--- src/rtl/seq_gen.sv ---
// Burst generator emitting N repetitions of the symbol pattern 1-2-3, with hold/freeze support.
// Define SEQ_GEN_GAP_EN to insert one idle GAP cycle between consecutive patterns of a burst.
module seq_gen (
  input  logic       clk,
  input  logic       reset,
  input  logic       start,
  input  logic [3:0] count,
  input  logic       hold,
  output logic [2:0] num,
  output logic       valid,
  output logic       busy,
  output logic       done,
  output logic [3:0] emitted
);

`ifdef SEQ_GEN_GAP_EN
  typedef enum logic [2:0] {IDLE, E1, E2, E3, GAP} state_t;
`else
  typedef enum logic [1:0] {IDLE, E1, E2, E3} state_t;
`endif

  state_t     state_q, state_d;
  logic [3:0] cnt_q, cnt_d;
  logic [3:0] emitted_q, emitted_d;
  logic       done_q, done_d;

  always_comb begin
    state_d   = state_q;
    cnt_d     = cnt_q;
    emitted_d = emitted_q;
    done_d    = 1'b0;
    if (!hold) begin
      case (state_q)
        IDLE: begin
          // done_q is high only in the first IDLE cycle after a burst; no restart there
          if (start && (count != 4'd0) && !done_q) begin
            cnt_d     = count;
            emitted_d = 4'd0;
            state_d   = E1;
          end
        end
        E1: state_d = E2;
        E2: state_d = E3;
        E3: begin
          emitted_d = emitted_q + 4'd1;
          if (emitted_q + 4'd1 < cnt_q) begin
`ifdef SEQ_GEN_GAP_EN
            state_d = GAP;
`else
            state_d = E1;
`endif
          end else begin
            state_d = IDLE;
            done_d  = 1'b1;
          end
        end
`ifdef SEQ_GEN_GAP_EN
        GAP: state_d = E1;
`endif
        default: state_d = IDLE;
      endcase
    end
  end

  always_ff @(posedge clk) begin
    if (reset) begin
      state_q   <= IDLE;
      cnt_q     <= 4'd0;
      emitted_q <= 4'd0;
      done_q    <= 1'b0;
    end else begin
      state_q   <= state_d;
      cnt_q     <= cnt_d;
      emitted_q <= emitted_d;
      done_q    <= done_d;
    end
  end

  // Symbol outputs follow the state directly; hold blanks them in the same cycle
  always_comb begin
    num = 3'd0;
    case (state_q)
      E1:      num = 3'd1;
      E2:      num = 3'd2;
      E3:      num = 3'd3;
      default: num = 3'd0;
    endcase
    if (hold) num = 3'd0;
  end

  assign valid   = (num != 3'd0);
  assign busy    = (state_q != IDLE);
  assign done    = done_q;
  assign emitted = emitted_q;

endmodule

--- config.mk ---
export PLATFORM = sky130hd
export DESIGN_NAME = seq_gen
export DESIGN_NICKNAME = d
export VERILOG_FILES = /design/src/rtl/seq_gen.sv
export SDC_FILE = /design/constraint.sdc
export NUM_CORES = 1
export LEC_CHECK = 0
export BUFFER_PORTS_ARGS = -buffer_cell sky130_fd_sc_hd__buf_2
export CORE_MARGIN = 3
export CORE_UTILIZATION = 40
export CTS_CLUSTER_DIAMETER = 30
export CTS_CLUSTER_SIZE = 28
export DETAILED_ROUTE_END_ITERATION = 16
export PLACE_DENSITY = 0.69
export SYNTH_ARGS = -nofsm -noshare
export SYNTH_HDL_FRONTEND = slang
export SYNTH_SLANG_ARGS = --single-unit
--- constraint.sdc ---
create_clock -name clk -period 3.57 [get_ports clk]
set_input_delay 1.071 -clock clk [delete_from_list [all_inputs] [get_ports clk]]
set_output_delay 1.071 -clock clk [all_outputs]
set_load 0.02 [all_outputs]
Word level (Yosys, flattened, before mapping)

Index checks and enable logic that the tools add are counted.
Widths: inputs -> output; s select.

Register bits after elaboration: 11
Input port bits: 8
Logic and storage cells: 32

$add $sub $neg: 1
Magnitude comparators: 1
Equal/unequal tests: 4
Multiplexer cells: 8
Bitwise gates (word level): 2
Reductions and logical operators: 12

Operator list:

| cell                | count |
|---|---|
| $pmux 2 s4          | 1 |
| $pmux 4 s2          | 1 |
| $pmux 2 s3          | 1 |
| $reduce_and 3->1    | 2 |
| $add 4x1->4 const B | 1 |
| $eq 2x2->1 const B  | 2 |
| $lt 4x4->1          | 1 |
| $mux 4              | 1 |
| $reduce_bool 2->1   | 2 |
| $reduce_bool 4->1   | 1 |
| $mux 3              | 1 |
| $reduce_bool 3->1   | 1 |
| $reduce_or 3->1     | 1 |
| $eq 2x1->1 const B  | 1 |
| $logic_and 1x1->1   | 2 |
| $logic_not 2->1     | 1 |
| $mux 1              | 2 |
| $mux 2              | 1 |
| $ne 2x2->1 const B  | 1 |
| $not 1->1           | 2 |
| $reduce_and 2->1    | 1 |
| $logic_not 1->1     | 1 |

Depth between registers and ports, before layout

Depth in word-level cells: 5
Mapped depth: 6
Mapped depth without buffers: 6

Worst setup path before layout

OpenSTA, ideal clock, no wires.

Path type: input-to-output
From: input port hold
To: output port valid
Data arrival time: 1670 ps
Data required time: 2499 ps
Slack: 829 ps
Cell stages on the path: 3
Buffers on the path: 0
Cells stage by stage: nor2_1 o21a_1 or2_2

Cells in the longest elaborated chain, start to end: 2

RTL lines:

| item               | RTL line | source |
|---|---|---|
| start: declaration | 8        | `input logic hold,` |
| $mux 3             | 88       | `if (hold) num = 3'd0;` |
| via num[0]         | 9        | `output logic [2:0] num,` |
| $reduce_bool 3->1  | 91       | `assign valid = (num != 3'd0);` |
| end: declaration   | 10       | `output logic valid,` |

The timed path passes the listed nets, and every way through them passes these cells.

Worst setup path in the final report

From: input port hold
To: output port valid

Cells in the longest elaborated chain, start to end: 2

RTL lines:

| item              | RTL line |
|---|---|
| $mux 3            | 88 |
| $reduce_bool 3->1 | 91 |

Every way passes these cells.

==> flow_metrics.py <==
metrics = {
    "setup_path": {
        "end_kind": "output port",
        "path_common_cell": "buf_2",
        "critical_path.max_stage_delay_ns": 0.28,
        "cp-start-kind": "primary input",
        "critPathKind": "primary input to output port",
        "path_cells": "buf_2 -> nor2_1 -> o21a_1 -> or2_2 -> buf_2",
        "worstPathArrival_ns": 1.88,
        "rrSetupSlack_ns": 1.60,
        "crit_required_ns": 2.50,
        "critPathMaxFanout": 7,
        "slowest_stage": "or2_2",
    },
    "floorplan": {
        "io_pins": 18,
        "die-area_um2": 2218,
        "die_h_um": 47.10,
        "rows": 14,
        "coreArea_um2": 1541,
        "start_util": 0.4383,
        "dieWidth_um": 47.10,
    },
    "synthesis": {
        "ys_seq_area_frac": 0.3259,
        "synth_edf_count": 0,
        "ys_async_sr_fraction": 0,
        "synth_nets": 94,
        "syn_area_um2": 675.6,
        "netlist-cell-type-count": 26,
        "synth_cells": 78,
        "ys.flop_type": "dfxtp_1",
        "syn_avg_cell_area_um2": 8.662,
        "yosysWarnings": 0,
        "yosysTopAreaCell": "dfxtp_1",
        "synthTopCellsByArea": "dfxtp_1, ha_1, mux2i_1, nor2_1, inv_1",
        "yosysTopAreaCellShare": 0.3259,
        "ys_ff_latch": 11,
    },
    "outcome": {
        "status": "finished clean",
    },
    "layout": {
        "stdcell_count": 112,
        "mostFrequentLayoutCell": "buf_2",
        "antenna_cells": 0,
        "area_growth_pct": 17.22,
        "final_cell_mix": "buf_2, dfxtp_1, nor2_1",
        "drive_above_1_share": 0.2604,
        "fin_nets": 113,
    },
    "cts": {
        "holdBufCountCts": 0,
        "cts_tree": "yes",
        "clk_latency_ns": 0.27,
        "postCtsResizedCells": 0,
        "cts_buffers": 3,
        "clockBufferDepth": 2,
        "clockRootBuffer": "clkbuf_4",
        "clkTransAtPathRegs_ns": 0.07,
        "htreeDepth": 1,
        "cts.sinks": 11,
        "cts_setup_buffers": 0,
    },
    "pwr": {
        "total_power_mw": 0.2618,
        "power_density_nw_per_um2": 330.5,
        "vdd_drop_max_mv": 0.1985,
        "cellLeakagePower_nw": 0.3663,
    },
    "job": {
        "drv_cap": 0,
    },
    "drt": {
        "wirelength_um": 1353,
        "post-route-drc-count": 0,
        "drt_first_pass_iters": 4,
        "drt_iter0_markers": 11,
        "via_per_inst": 5.286,
        "final_antenna_net_count": 0,
        "vias": 592,
        "wire_per_inst_um": 12.08,
    },
    "grt": {
        "antenna_found_initial": 0,
        "grt_max_degree": 12,
        "grt_pass1_wl_um": 2283,
        "grt_pass1_vias": 546,
        "overflow": 0,
        "grt_usage": 0.1481,
    },
    "timing": {
        "min_period_ns": 2.947,
        "slew_headroom": 0.5244,
        "skew_ns": 0.0006298,
        "rsz0062_at_grt": "no",
        "max_freq_mhz": 339.4,
        "final_max_slew_viol_count": 0,
        "tightest_slew_ns": 0.7076,
        "setup_viol": 0,
        "hold_viol_final": 0,
        "fin_setup_tns_ns": 0,
        "fin_crit_sh": 0.8254,
    },
    "place": {
        "place_congestion": 0.8014,
        "hpwl_um": 1097,
        "dpl.cell_count": 108,
        "port_buffers": 16,
    },
    "min_path": {
        "hold_path.class": "flop to flop",
    },
}
## kinds of logic after synthesis
family | share of synthesized area
simple gates | 0.2056
compound gates | 0.1537
flops | 0.3259
buf+inv | 0.06111
fa+ha+maj | 0.1482
mux | 0.07408
xor+xnor | 0.02593
other cells | 0.005550
## cell usage after synthesis, types with 2 or more instances
| master | count |
|---|---|
| dfxtp_1 | 11 |
| nor2_1 | 10 |
| nor4_1 | 2 |
| inv_1 | 8 |
| o21a_1 | 2 |
| nand3_1 | 2 |
| o21ai_0 | 2 |
| mux2i_1 | 5 |
| or2_2 | 2 |
| nand2_1 | 5 |
| a211o_1 | 2 |
| or3_1 | 2 |
| ha_1 | 8 |
| a21oi_1 | 5 |
## stage by stage
step,instance area (µm²),hold WS (ns),worst slack [ns],utilization
finish,792.0,0.4876,0.6233,0.5138
global route,792.0,0.5124,0.5589,0.5138
CTS,792.0,0.4923,0.6215,0.5138
detailed placement,764.5,0.4821,0.6247,0.4959
global placement,764.5,0.4674,0.6651,0.4959
floorplan,675.6,0.4602,0.8288,-
## worst max-delay path, delay by kind of cell
family	cells	cell delay, ns
simple gates	2	0.37
compound gates	1	0.12
buf+inv	2	0.32
## metal layers
| metal | up-vias | track usage | share of wire |
|---|---|---|---|
| li1 | 306 | - | - |
| met1 | 273 | 0.1713 | 0.45 |
| met2 | 13 | 0.2493 | 0.50 |
| met3 | 0 | 0.05747 | 0.050 |
| met4 | 0 | 0.04972 | 0 |
| met5 | - | 0 | 0 |
## sequential cells by signal, indices dropped and copies added, names as in the netlist
signal,flops
cnt_q,4
done,1
emitted,4
state_q,2
## layout make-up
class / instances / area (µm²)
Clock buffer: 3 / 22.52
Tap cell: 16 / 20.02
Fill cell: 159 / 749.5
Timing Repair Buffer: 16 / 80.08
Multi-Input combinational cell: 57 / 414.1
Inverter: 8 / 30.03
Sequential cell: 11 / 220.2
Clock inverter: 1 / 5.005
## path summary, 6_finish.rpt
check,depth (start not counted),startpoint,endpoint
hold reg to reg,2,emitted[3]$_SDFFE_PP0P_,emitted[3]$_SDFFE_PP0P_
setup reg to reg,5,state_q[0]$_SDFFE_PP0P_,emitted[3]$_SDFFE_PP0P_
setup / recovery,5,hold,valid
hold / removal,2,emitted[3]$_SDFFE_PP0P_,emitted[3]$_SDFFE_PP0P_
## power by group
| part | internal, mW | switching, mW | total (mW) |
|---|---|---|---|
| Sequential | 0.127 | 0.00327 | 0.130 |
| Clock | 0.0415 | 0.0432 | 0.0847 |
| Combinational | 0.0191 | 0.0279 | 0.0470 |
Note: power is estimated with default switching activity, not from simulation.
